===== config.mk =====
export PLATFORM = sky130hd
export DESIGN_NAME = skullfet_inv_tester_flat
export DESIGN_NICKNAME = d
export VERILOG_FILES = /design/src/rtl/skullfet_tester_pkg.sv /design/src/rtl/skullfet_inv_tester_if.sv /design/src/rtl/skullfet_lfsr16.sv /design/src/rtl/skullfet_inv_tester.sv /design/src/flat_wrapper.sv
export SDC_FILE = /design/constraint.sdc
export NUM_CORES = 1
export LEC_CHECK = 0
export BUFFER_PORTS_ARGS = -buffer_cell sky130_fd_sc_hd__buf_2
export CAP_MARGIN = 15
export CORE_AREA = 3 3 118 120
export CTS_CLUSTER_DIAMETER = 150
export DETAILED_ROUTE_END_ITERATION = 7
export DIE_AREA = 0 0 121 123
export SYNTH_ARGS = -nofsm -noshare
export SYNTH_HDL_FRONTEND = slang
export SYNTH_SLANG_ARGS = --single-unit

===== constraint.sdc =====
create_clock -name wb_clk_i -period 3.4 [get_ports wb_clk_i]
set_input_delay 0.17 -clock wb_clk_i [delete_from_list [all_inputs] [get_ports wb_clk_i]]
set_output_delay 0.17 -clock wb_clk_i [all_outputs]
set_load 0.05 [all_outputs]

===== src/rtl/skullfet_tester_pkg.sv =====
// Shared types and constants for the SkullFET inverter tester.
package skullfet_tester_pkg;

    typedef enum logic [2:0] {
        StIdle,
        StDrive,
        StSettle,
        StSample,
        StDone
    } state_e;

    localparam logic [3:0] RESULT_IDLE  = 4'h0;
    localparam logic [3:0] RESULT_PASS  = 4'h1;
    localparam logic [3:0] RESULT_FAIL  = 4'h2;
    localparam logic [3:0] RESULT_NOVEC = 4'h3;
    localparam logic [3:0] RESULT_BUSY  = 4'hB;

    // x^16 + x^14 + x^13 + x^11 + 1 -> state bits 15, 13, 12, 10
    localparam logic [15:0] LFSR_TAPS         = 16'hB400;
    localparam logic [15:0] LFSR_DEFAULT_SEED = 16'hACE1;

    function automatic logic [15:0] lfsr_next(input logic [15:0] s);
        return {s[14:0], ^(s & LFSR_TAPS)};
    endfunction

endpackage


===== src/rtl/skullfet_inv_tester_if.sv =====
// Control/status bundle between the tester and its register wrapper.
interface skullfet_inv_tester_if #(
    parameter int unsigned CNT_W    = 16,
    parameter int unsigned SETTLE_W = 8
);
    logic                start_i;
    logic                abort_i;
    logic [CNT_W-1:0]    num_vectors_i;
    logic [SETTLE_W-1:0] settle_cycles_i;
    logic                busy_o;
    logic                done_o;
    logic [CNT_W-1:0]    pass_cnt_o;
    logic [CNT_W-1:0]    fail_cnt_o;
    logic [CNT_W-1:0]    first_fail_o;
    logic [3:0]          result_o;

    modport slave (
        input  start_i, abort_i, num_vectors_i, settle_cycles_i,
        output busy_o, done_o, pass_cnt_o, fail_cnt_o, first_fail_o, result_o
    );

    modport master (
        output start_i, abort_i, num_vectors_i, settle_cycles_i,
        input  busy_o, done_o, pass_cnt_o, fail_cnt_o, first_fail_o, result_o
    );
endinterface


===== src/rtl/skullfet_lfsr16.sv =====
// 16-bit Fibonacci LFSR with synchronous seed load and single-step advance.
module skullfet_lfsr16
    import skullfet_tester_pkg::*;
(
    input  logic        clk_i,
    input  logic        rst_i,
    input  logic        load_i,
    input  logic        step_i,
    input  logic [15:0] seed_i,
    output logic [15:0] state_o
);
    logic [15:0] state_q, state_d;

    always_comb begin
        state_d = state_q;
        if (load_i) begin
            state_d = seed_i;
        end else if (step_i) begin
            state_d = lfsr_next(state_q);
        end
    end

    always_ff @(posedge clk_i) begin
        if (rst_i) begin
            state_q <= seed_i;
        end else begin
            state_q <= state_d;
        end
    end

    assign state_o = state_q;
endmodule


===== src/rtl/skullfet_inv_tester.sv =====
// Drives a pseudo-random bit stream into the SkullFET inverter and scores each
// synchronised response against the inverted drive bit.
module skullfet_inv_tester
    import skullfet_tester_pkg::*;
#(
    parameter int unsigned CNT_W     = 16,
    parameter int unsigned SETTLE_W  = 8,
    parameter logic [15:0] LFSR_SEED = LFSR_DEFAULT_SEED
) (
    input  logic                  wb_clk_i,
    input  logic                  wb_rst_i,
    skullfet_inv_tester_if.slave  ctl_io,
    input  logic                  inv_out_i,
    output logic                  inv_in_o,
    output logic                  inv_oeb_o
);
    // An all-zero seed would lock the LFSR up.
    localparam logic [15:0] SeedEff = (LFSR_SEED == 16'h0000) ? 16'h0001 : LFSR_SEED;

    state_e              state_q, state_d;
    logic [CNT_W-1:0]    num_q, num_d;
    logic [CNT_W-1:0]    idx_q, idx_d;
    logic [CNT_W-1:0]    pass_q, pass_d;
    logic [CNT_W-1:0]    fail_q, fail_d;
    logic [CNT_W-1:0]    ff_q, ff_d;
    logic [SETTLE_W-1:0] settle_q, settle_d;
    logic [SETTLE_W-1:0] scnt_q, scnt_d;
    logic                novec_q, novec_d;
    logic                inv_in_q, inv_in_d;
    logic                sync1_q, sync2_q;
    logic                lfsr_load, lfsr_step;
    logic [15:0]         lfsr_state;
    logic [SETTLE_W-1:0] settle_eff;
    logic                busy;

    skullfet_lfsr16 u_lfsr (
        .clk_i   (wb_clk_i),
        .rst_i   (wb_rst_i),
        .load_i  (lfsr_load),
        .step_i  (lfsr_step),
        .seed_i  (SeedEff),
        .state_o (lfsr_state)
    );

    assign settle_eff = (ctl_io.settle_cycles_i < SETTLE_W'(2)) ? SETTLE_W'(2)
                                                                : ctl_io.settle_cycles_i;

    always_comb begin
        state_d   = state_q;
        num_d     = num_q;
        idx_d     = idx_q;
        pass_d    = pass_q;
        fail_d    = fail_q;
        ff_d      = ff_q;
        settle_d  = settle_q;
        scnt_d    = scnt_q;
        novec_d   = novec_q;
        inv_in_d  = inv_in_q;
        lfsr_load = 1'b0;
        lfsr_step = 1'b0;

        if (ctl_io.abort_i) begin
            state_d = StIdle;
        end else begin
            unique case (state_q)
                StIdle, StDone: begin
                    if (ctl_io.start_i) begin
                        pass_d    = '0;
                        fail_d    = '0;
                        ff_d      = '1;
                        idx_d     = '0;
                        lfsr_load = 1'b1;
                        if (ctl_io.num_vectors_i == '0) begin
                            novec_d = 1'b1;
                            state_d = StDone;
                        end else begin
                            novec_d  = 1'b0;
                            num_d    = ctl_io.num_vectors_i;
                            settle_d = settle_eff;
                            state_d  = StDrive;
                        end
                    end
                end
                StDrive: begin
                    inv_in_d = lfsr_state[0];
                    scnt_d   = settle_q;
                    state_d  = StSettle;
                end
                StSettle: begin
                    if (scnt_q <= SETTLE_W'(1)) begin
                        state_d = StSample;
                    end else begin
                        scnt_d = scnt_q - SETTLE_W'(1);
                    end
                end
                StSample: begin
                    lfsr_step = 1'b1;
                    // A healthy inverter returns the complement of the drive bit.
                    if (sync2_q != inv_in_q) begin
                        pass_d = pass_q + CNT_W'(1);
                    end else begin
                        if (fail_q != '1) fail_d = fail_q + CNT_W'(1);
                        if (fail_q == '0) ff_d = idx_q;
                    end
                    if (idx_q == num_q - CNT_W'(1)) begin
                        state_d = StDone;
                    end else begin
                        idx_d   = idx_q + CNT_W'(1);
                        state_d = StDrive;
                    end
                end
                default: state_d = StIdle;
            endcase
        end
    end

    always_ff @(posedge wb_clk_i) begin
        if (wb_rst_i) begin
            state_q  <= StIdle;
            num_q    <= '0;
            idx_q    <= '0;
            pass_q   <= '0;
            fail_q   <= '0;
            ff_q     <= '1;
            settle_q <= '0;
            scnt_q   <= '0;
            novec_q  <= 1'b0;
            inv_in_q <= 1'b0;
            sync1_q  <= 1'b0;
            sync2_q  <= 1'b0;
        end else begin
            state_q  <= state_d;
            num_q    <= num_d;
            idx_q    <= idx_d;
            pass_q   <= pass_d;
            fail_q   <= fail_d;
            ff_q     <= ff_d;
            settle_q <= settle_d;
            scnt_q   <= scnt_d;
            novec_q  <= novec_d;
            inv_in_q <= inv_in_d;
            sync1_q  <= inv_out_i;
            sync2_q  <= sync1_q;
        end
    end

    assign busy = (state_q == StDrive) || (state_q == StSettle) || (state_q == StSample);

    always_comb begin
        unique case (state_q)
            StDrive, StSettle, StSample: ctl_io.result_o = RESULT_BUSY;
            StDone: begin
                if (novec_q)           ctl_io.result_o = RESULT_NOVEC;
                else if (fail_q == '0) ctl_io.result_o = RESULT_PASS;
                else                   ctl_io.result_o = RESULT_FAIL;
            end
            default: ctl_io.result_o = RESULT_IDLE;
        endcase
    end

    assign ctl_io.busy_o       = busy;
    assign ctl_io.done_o       = (state_q == StDone);
    assign ctl_io.pass_cnt_o   = pass_q;
    assign ctl_io.fail_cnt_o   = fail_q;
    assign ctl_io.first_fail_o = ff_q;
    assign inv_in_o            = inv_in_q;
    assign inv_oeb_o           = ~busy;
endmodule


===== src/flat_wrapper.sv =====
// flat-port wrapper written by rule: the top's interface ports become plain ports
module skullfet_inv_tester_flat import skullfet_tester_pkg::*;
#(
    parameter int unsigned CNT_W     = 16,
    parameter int unsigned SETTLE_W  = 8,
    parameter logic [15:0] LFSR_SEED = LFSR_DEFAULT_SEED
)
  (wb_clk_i, wb_rst_i, inv_out_i, inv_in_o, inv_oeb_o, ctl_io_start_i, ctl_io_abort_i, ctl_io_num_vectors_i, ctl_io_settle_cycles_i, ctl_io_busy_o, ctl_io_done_o, ctl_io_pass_cnt_o, ctl_io_fail_cnt_o, ctl_io_first_fail_o, ctl_io_result_o);
  skullfet_inv_tester_if #(.CNT_W(CNT_W), .SETTLE_W(SETTLE_W)) ctl_io_i ();
  input  logic wb_clk_i;
  input  logic wb_rst_i;
  input  logic inv_out_i;
  output logic inv_in_o;
  output logic inv_oeb_o;
  input wire logic [$bits(ctl_io_i.start_i)-1:0] ctl_io_start_i;
  input wire logic [$bits(ctl_io_i.abort_i)-1:0] ctl_io_abort_i;
  input wire logic [$bits(ctl_io_i.num_vectors_i)-1:0] ctl_io_num_vectors_i;
  input wire logic [$bits(ctl_io_i.settle_cycles_i)-1:0] ctl_io_settle_cycles_i;
  output wire logic [$bits(ctl_io_i.busy_o)-1:0] ctl_io_busy_o;
  output wire logic [$bits(ctl_io_i.done_o)-1:0] ctl_io_done_o;
  output wire logic [$bits(ctl_io_i.pass_cnt_o)-1:0] ctl_io_pass_cnt_o;
  output wire logic [$bits(ctl_io_i.fail_cnt_o)-1:0] ctl_io_fail_cnt_o;
  output wire logic [$bits(ctl_io_i.first_fail_o)-1:0] ctl_io_first_fail_o;
  output wire logic [$bits(ctl_io_i.result_o)-1:0] ctl_io_result_o;
  assign ctl_io_i.start_i = ctl_io_start_i;
  assign ctl_io_i.abort_i = ctl_io_abort_i;
  assign ctl_io_i.num_vectors_i = ctl_io_num_vectors_i;
  assign ctl_io_i.settle_cycles_i = ctl_io_settle_cycles_i;
  assign ctl_io_busy_o = ctl_io_i.busy_o;
  assign ctl_io_done_o = ctl_io_i.done_o;
  assign ctl_io_pass_cnt_o = ctl_io_i.pass_cnt_o;
  assign ctl_io_fail_cnt_o = ctl_io_i.fail_cnt_o;
  assign ctl_io_first_fail_o = ctl_io_i.first_fail_o;
  assign ctl_io_result_o = ctl_io_i.result_o;
  skullfet_inv_tester #(.CNT_W(CNT_W), .SETTLE_W(SETTLE_W), .LFSR_SEED(LFSR_SEED)) u_core (.wb_clk_i(wb_clk_i), .wb_rst_i(wb_rst_i), .ctl_io(ctl_io_i), .inv_out_i(inv_out_i), .inv_in_o(inv_in_o), .inv_oeb_o(inv_oeb_o));
endmodule

# Word-level counts from Yosys, hierarchy flattened
# Cells that the tools add are included.
totals:
  reg_bits: 119
  in_bits: 29
  output_inout_bits: 56
  word_cells: 88
op_classes:
  add_sub_neg: 5
  n_lt_le_gt_ge: 2
  eq_ne: 15
  n_mux: 29
  bitwise_logic: 3
  n_reduce_logical: 21
op_table:
  columns: ["operator", "n"]
  rows:
  - ["2-to-1 mux 16 bit", 8]
  - ["one-hot mux 16 bit (2 select lines)", 4]
  - ["adder 16 x 1 -> 16 bit, second input constant", 3]
  - ["logical NOT 16 bit", 2]
  - ["== test 16 bit", 1]
  - ["2-to-1 mux 8 bit", 2]
  - ["!= test 16 bit, second input constant", 1]
  - ["one-hot mux 8 bit (2 select lines)", 1]
  - ["XOR reduction 16 bit", 1]
  - ["subtractor 16 x 1 -> 16 bit, second input constant", 1]
  - ["2-to-1 mux 3 bit", 4]
  - ["one-hot mux 3 bit (4 select lines)", 1]
  - ["AND reduction 4 bit", 3]
  - ["AND reduction 5 bit", 2]
  - ["<= comparator 8 x 1 -> 1 bit, second input constant", 1]
  - ["less-than comparator 8 x 2 -> 1 bit, second input constant", 1]
  - ["!= test 2 x 1 -> 1 bit, second input constant", 4]
  - ["!= test 2 bit, second input constant", 4]
  - ["one-hot mux 4 bit (2 select lines)", 1]
  - ["subtractor 8 x 1 -> 8 bit, second input constant", 1]
  - ["== test 3 x 2 -> 1 bit, second input constant", 2]
  - ["2-to-1 mux 1 bit", 6]
  - ["AND reduction 3 bit", 2]
  - ["OR reduction 2 bit", 3]
  - ["11 further kinds", 16]

# Logic depth before layout (Yosys ltp)
# Gate-level depths: netlist (run 1).
logic_depth:
  depth_word: 5
  mapped_depth: 12

# By module
# From an unflattened synthesis (run 1), not the netlist that was laid out.
unflattened:
  hier_cells: 722
  hier_area_um2: 6053.3
modules_own_cells:
  columns: ["mod", "n_inst", "cells_each", "area_per_inst_um2", "seq_area_each_um2"]
  rows:
  - ["skullfet_inv_tester", 1, 683, 5300.1, 2062.0]
  - ["skullfet_lfsr16", 1, 39, 753.2, 480.5]

# Least setup slack after synthesis (run 1)
# No wires, ideal clock.
synth_timing:
  path_kind: "register -> output"
  from: "register u_core.state_q[0]"
  to: "output ctl_io_result_o[0]"
  t_arrival_ps: 2852
  required_ps: 3230
  path_slack_ps: 378
  stages_incl_launch_ff: 4
  n_path_buf: 1
  cell_sequence: "dfxtp_1 > clkbuf_1 > o21ai_0 > o21ai_0"
synth_via:
  elab_chain_len: 3
  word_cells_on_any_way: 6
  cone_classes: "eq/ne: 4; mux: 1; reduce/logical: 1"
synth_rtl:
  columns: ["element", "line_no", "rtl"]
  rows:
  - ["start: declaration", "skullfet_inv_tester.sv:20", "state_e state_q, state_d;"]
  - ["start signal: assignment", "skullfet_inv_tester.sv:119", "state_q <= StIdle;"]
  - ["start signal: assignment", "skullfet_inv_tester.sv:132", "state_q <= state_d;"]
  - ["== test 3 x 2 -> 1 bit or == test 3 x 1 -> 1 bit (tied branches)", "skullfet_inv_tester.sv:150", "unique case (state_q)"]
  - ["OR reduction 3 bit", "skullfet_inv_tester.sv:150", null]
  - ["one-hot mux 4 bit (2 select lines) *", "skullfet_inv_tester.sv:150", null]
  - ["end: declaration", "flat_wrapper.sv:24", "output wire logic [$bits(ctl_io_i.result_o)-1:0] ctl_io_result_o;"]
# Every way passes the cells marked *; elsewhere a longest branch is shown, timed or not.

# Final worst setup path (run 1)
layout_timing:
  from: "register u_core.num_q[0]"
  to: "register u_core.idx_q[10]"
layout_via:
  elab_chain_len: 4
layout_rtl:
  columns: ["element", "line_no", "rtl"]
  rows:
  - ["start: declaration", "skullfet_inv_tester.sv:21", "logic [CNT_W-1:0] num_q, num_d;"]
  - ["start signal: assignment", "skullfet_inv_tester.sv:133", "num_q <= num_d;"]
  - ["subtractor 16 x 1 -> 16 bit", "skullfet_inv_tester.sv:105", "if (idx_q == num_q - CNT_W'(1)) begin"]
  - ["== test 16 bit", "skullfet_inv_tester.sv:105", null]
  - ["!= test 2 bit (no line)", null, null]
  - ["AND reduction 4 bit (no line)", null, null]
  - ["end signal: assignment", "skullfet_inv_tester.sv:134", "idx_q <= idx_d;"]
  - ["end: declaration", "skullfet_inv_tester.sv:22", "logic [CNT_W-1:0] idx_q, idx_d;"]
# Every way passes these cells.
# A chain may end at the register's enable or synchronous reset.

==> impl_metrics.ini, run 1 <==
[power]
p_leak_nw = 2.681
power_density_nw_per_um2 = 518.3
vdd_ir_drop_max_mv = 0.3341

[critical_path]
worstSetupStartpointType = register
rr_startpoint = u_core.num_q[0]$_SDFFE_PP0P_
endpoint_kind = register
critPathKind = reg -> reg
worstPathArrival_ns = 3.39
r2r_cells = 10
worstPathMaxFanout = 28
r2r_slack_ns = 0.30
reg2reg_to = u_core.idx_q[10]$_SDFFE_PP0P_
cp.required_ns = 3.69

[timing]
slew-limit-headroom_pct = 42.60
finalSetupTns_ns = 0
setup_viol = 0
worstMarginPinSlew_ns = 0.8610
period_share_pct = 91.28
rsz0062_at_grt = no
finalHoldViolCount = 0
min_period_ns = 3.103
worst_slack_ns = 0.2966
drv_slew = 0
fmax_ghz = 0.3222
fin_skew_ns = 0.008708

[global_routing]
overflow = 0
grt_usage_pct = 20.11
grt_first_pass_wirelength_mm = 24.13
antenna_found_initial = 0
grt_pass1_vias = 5106
grt_max_degree = 56

[cts]
clock-root-buffer = clkbuf_16
h-tree-depth = 4
clkTransAtPathRegs_ns = 0.05
cts_setup_buffers = 0
cts_resized = 0
cts_sinks = 119
cts_buffers = 17
clk_path_buf_depth = 2
cts_tree = yes
clock_latency_ns = 0.41

[drt]
first_iter_violations = 345
routed_wl_mm = 14.88
routed-via-count = 5405
via_per_inst = 5.515
drc = 0
antenna_left = 0
firstDrtPassIters = 5
drt-wirelength-per-cell_um = 15.19

[logic_synthesis]
yosysTopAreaCell = dfxtp_1
yosys-top-cells-count = 127 x nand2_1, 119 x dfxtp_1, 64 x a21oi_1
seq_area_frac_synth_pct = 40.88
ys_top_cells_by_area = dfxtp_1 41%, nand2_1 8.2%, a21oi_1 5.5%
synth_edf_count = 0
synth_top_area_share_pct = 40.88
async_flop_share_pct = 0
syn_inst = 723
syn_avg_cell_area_sq_um = 8.059
ys_types = 57
yosys_warnings = 0
syn_area_sq_um = 5827
synthMostInstantiatedCell = nand2_1
ys_seq_elements = 119
syn-num-nets = 759
ys.flop_type = dfxtp_1

[placement]
place_ws_ns = 0.3482
portBuffers = 83
place_congestion = 0.8685
dpl.hpwl_mm = 10.41

[die]
die_h_um = 123
coreArea_sq_um = 13090
ios = 85
start_util_pct = 44.53
rows = 42
dieArea_sq_um = 14880
die_w_um = 121

[layout]
layout.nets = 828
fillerInstances = 1239
seqCellArea_sq_um = 2382
area_growth_pct = 20.36
n_antenna_cell = 0
drive_above_1_share_pct = 17.04
multi_input_area_sq_um = 3208

[hold_path]
holdPathEnd = u_core.num_q[12]$_SDFFE_PP0P_
hp-class = in -> reg
hp-start = ctl_io_num_vectors_i[12]
min_delay_path_depth = 3

[run]
drv_cap = 0

[status]
status = finished clean
-- final cells by class --
cell class                 instances  share of cell area (%)
tap                              176                   3.140
inverter                          14                  0.7493
clock buffer                      24                   7.297
multi-input combinational        544                   45.74
sequential                       119                   33.97
timing repair buffer              96                   7.458
clock inverter                     7                   1.641
-- critical path, stage by stage, from the launching register on --
cell	delay (ns)
dfxtp_1	0.36
inv_1	0.09
ha_1	0.33
or4b_4	0.53
xnor2_1	0.14
nor4_1	0.33
o2111ai_1	0.23
nor4_4	0.38
buf_4	0.33
nor3_1	0.10
mux2i_1	0.15
-- registers in the layout, indices dropped and copies added, names as in the netlist --
register	flops
u_core.sync2_q	1
u_core.ctl_io.first_fail_o	16
u_core.novec_q	1
u_core.u_lfsr.state_o	16
u_core.idx_q	16
u_core.inv_in_o	1
u_core.ctl_io.pass_cnt_o	16
u_core.num_q	16
u_core.state_q	3
u_core.scnt_q	8
u_core.settle_q	8
u_core.ctl_io.fail_cnt_o	16
u_core.sync1_q	1
-- worst max path at each step --
stage                                        start                             to  slack, ns
global route          u_core.num_q[0]$_SDFFE_PP0P_  u_core.idx_q[15]$_SDFFE_PP0P_       0.13
floorplan           u_core.state_q[0]$_SDFFE_PP0P_             ctl_io_result_o[0]       0.38
finish                u_core.num_q[0]$_SDFFE_PP0P_  u_core.idx_q[10]$_SDFFE_PP0P_       0.30
CTS                   u_core.num_q[0]$_SDFFE_PP0P_  u_core.idx_q[10]$_SDFFE_PP0P_       0.32
detailed placement    u_core.num_q[0]$_SDFFE_PP0P_  u_core.idx_q[15]$_SDFFE_PP0P_       0.35
global placement      u_core.num_q[0]$_SDFFE_PP0P_  u_core.idx_q[15]$_SDFFE_PP0P_       0.52
-- kinds of logic (layout without fill, tap and decap cells) --
family	Yosys count	in the layout	share of synthesized area, %
multiplexers	17	17	2.920
XOR/XNOR	46	46	7.151
buffers and inverters	60	141	4.295
flip-flops	119	119	40.88
AO/OA/AOI/OAI	136	136	14.30
AND/OR/NAND/NOR	337	337	28.88
other	1	1	0.06436
adder cells (fa/ha/maj)	7	7	1.503
-- layer usage --
layer  GRT usage [%]  vias to the layer above  wire (um)
li1                -                     2703          -
met1           25.30                     2574       6697
met2           33.69                      108       7319
met3           4.437                       20        573
met4           7.932                        0        291
met5               0                        -          0
-- placed cells by master (no fill, tap or decap), types with 20 or more instances in the layout --
master   synthesis  final
a21oi_1         64     64
buf_2            2     83
dfxtp_1        119    119
nand2_1        127    127
nand3_1         25     25
nor2_1          52     52
nor3_1          25     24
o21ai_0         21     21
xnor2_1         25     25
xor2_1          20     20
-- power by group --
part / switching, mW / total [mW] / internal [mW]
Sequential: 0.0273 / 1.45 / 1.42
Combinational: 0.200 / 0.309 / 0.110
Clock: 0.614 / 1.88 / 1.26
-- metrics by stage --
step	instances	util (%)	hold slack [ns]	instance area, sq um	total power, mW
floorplan	723	-	0.2982	5827	1.697
global placement	945	48.50	0.3871	6346	1.773
detailed placement	945	48.50	0.3868	6346	1.782
CTS	980	53.60	0.001309	7013	3.668
global route	980	53.60	0.01100	7013	3.765
finish	980	53.60	0.01582	7013	3.635
-- what timing repair did --
action | 4_1_cts | 5_1_grt
setup endpoints to repair | 0 | 0
endpoints found under the hold margin | 4 | 0
hold buffers | 4 | 0
Power figures use the tool's default switching activity.
==> run 2, diff against run 1 <==
--- a/config.mk
+++ b/config.mk
@@ -7,10 +7,11 @@
 export LEC_CHECK = 0
 export BUFFER_PORTS_ARGS = -buffer_cell sky130_fd_sc_hd__buf_2
 export CAP_MARGIN = 15
-export CORE_AREA = 3 3 118 120
+export CORE_AREA = 3 3 103 105
 export CTS_CLUSTER_DIAMETER = 150
 export DETAILED_ROUTE_END_ITERATION = 7
-export DIE_AREA = 0 0 121 123
+export DIE_AREA = 0 0 106 108
+export PLACE_DENSITY = 0.82
 export SYNTH_ARGS = -nofsm -noshare
 export SYNTH_HDL_FRONTEND = slang
 export SYNTH_SLANG_ARGS = --single-unit
==> constraint.sdc (replaced) <==
create_clock -name wb_clk_i -period 3.6 [get_ports wb_clk_i]
set_input_delay 0.18 -clock wb_clk_i [delete_from_list [all_inputs] [get_ports wb_clk_i]]
set_output_delay 0.18 -clock wb_clk_i [all_outputs]
set_load 0.05 [all_outputs]
==> run 2 against run 1 <==
Hold slack improved by 0.012 ns. Cell count fell by 2.3%. Critical path depth did not move. Clock power barely moved. Sequential share of layout area fell by 0.81 points. Sequential cell count did not move. Critical path type unchanged. Highest routed layer unchanged.
==> impl_metrics.ini, run 2 (same netlist as run 1, synthesis figures left out) <==
[global_routing]
grt_first_pass_wirelength_mm = 27.40
grt_max_degree = 48
overflow = 0
grt_pass1_vias = 5720
grt_usage_pct = 29.72
antenna_found_initial = 0

[critical_path]
worstPathArrival_ns = 3.54
r2r_cells = 10
critPathKind = reg -> reg
r2r_slack_ns = 0.49
worstSetupStartpointType = register
rr_startpoint = u_core.num_q[0]$_SDFFE_PP0P_
reg2reg_to = u_core.state_q[2]$_SDFFE_PP0P_
cp_top_family = simple AND/OR/NAND/NOR gates
worstPathMaxFanout = 29
crit_buf_inv = 2
cp.required_ns = 4.03
cpPeakStageDelay_ns = 0.54
cp_slowest_cell = or4b_4
endpoint_kind = register
path_cells = inv_1 > ha_1 > or4b_4 > o32ai_2 > nor3_1 > or4_1 > nor4_4 > buf_4 > nor2_2 > a2111oi_4
crit_start = u_core.num_q[0]$_SDFFE_PP0P_

[placement]
place_ws_ns = 0.5484
dpl.hpwl_mm = 10.34
place_congestion = 0.8936
portBuffers = 83

[drt]
drc = 0
antenna_left = 0
routed-via-count = 5851
drt-wirelength-per-cell_um = 17.33
routed_wl_mm = 16.58
via_per_inst = 6.114
firstDrtPassIters = 5
first_iter_violations = 436

[layout]
layout.nets = 847
n_antenna_cell = 0
layout_common_cells = 127 x nand2_1, 119 x dfxtp_1, 83 x buf_2, 64 x a21oi_1, 52 x nor2_1
fillerInstances = 678
mostFrequentLayoutCell = nand2_1
area_growth_pct = 23.30
drive_above_1_share_pct = 16.38
final_core_util_pct = 73.84
multi_input_area_sq_um = 3208
seqCellArea_sq_um = 2382

[die]
dieArea_sq_um = 11450
die_h_um = 108
rows = 36
start_util_pct = 59.89
die_w_um = 106
coreArea_sq_um = 9729
ios = 85

[timing]
finalHoldViolCount = 0
min_period_ns = 3.109
fin_skew_ns = 0.005563
worstMarginPinSlew_ns = 0.9368
rsz0062_at_grt = no
slew-limit-headroom_pct = 37.55
period_share_pct = 86.36
fmax_ghz = 0.3216
setup_viol = 0
hold_ws_ns = 0.02823
worst_slack_ns = 0.4909
drv_slew = 0
finalSetupTns_ns = 0

[power]
power_density_nw_per_um2 = 497.1
vdd_ir_drop_max_mv = 0.3673
p_leak_nw = 2.767

[cts]
clk_path_buf_depth = 2
cts_sinks = 119
clock_latency_ns = 0.53
clock-root-buffer = clkbuf_8
cts_setup_buffers = 0
cts_tree = yes
cts_buffers = 17
clkTransAtPathRegs_ns = 0.06
h-tree-depth = 4

[hold_path]
hp-start = wb_rst_i
hp-class = in -> reg
min_delay_path_depth = 2
holdPathEnd = u_core.inv_in_o$_SDFFE_PP0P_

[run]
drv_cap = 0

[status]
status = finished clean
[run 2: cell types whose count changed in the layout (fill, tap and decap cells not counted)]
cell	delta
clkbuf_1	+1
inv_6	+1
clkbuf_16	-1
clkinvlp_4	+1
dlygate4sd3_1	+21
clkbuf_8	-4
bufinv_16	+3
buf_4	-2
[run 2: area by class of cell]
class                      instances  area share (%)
multi-input combinational        544           44.65
sequential                       119           33.16
timing repair buffer             115           9.997
clock buffer                      20           6.061
clock inverter                    12           3.083
tap                              133           2.316
inverter                          14          0.7315
[run 2: routing by layer]
layer,up-vias,GRT usage [%],part of all wire [%]
met5,-,0,0
met4,0,15.63,4.3
met3,76,6.866,7.9
met2,293,50.91,50
met1,2749,34.85,38
li1,2733,-,-
[run 2: worst max path at each step]
stage                                     endpoint  slack, ns  cells past startpoint
floorplan                       ctl_io_result_o[0]       0.57                      3
global placement    u_core.state_q[2]$_SDFFE_PP0P_       0.68                     10
detailed placement  u_core.state_q[2]$_SDFFE_PP0P_       0.55                     10
CTS                 u_core.state_q[2]$_SDFFE_PP0P_       0.52                     10
global route        u_core.state_q[2]$_SDFFE_PP0P_       0.32                     10
finish              u_core.state_q[2]$_SDFFE_PP0P_       0.49                     10
[run 2: where the power goes]
part	switching, mW	leakage, nW	internal (mW)
logic	0.198	1.49	0.116
registers	0.0288	0.964	1.34
clock network	0.605	0.312	1.28
total	0.832	2.77	2.74
[run 2: through the flow]
step | power, mW | instances | instance area [sq um]
2_1_floorplan | 1.603 | 723 | 5827
3_3_place_gp | 1.664 | 900 | 6277
3_5_place_dp | 1.675 | 900 | 6277
4_1_cts | 3.572 | 957 | 7184
5_1_grt | 3.675 | 957 | 7184
6_report | 3.571 | 957 | 7184
[run 2: what timing repair did]
| action | 4_1_cts | 5_1_grt |
|---|---|---|
| resized for setup | 0 | 0 |
| endpoints found under the hold margin | 25 | 0 |
| hold buffers | 25 | 0 |
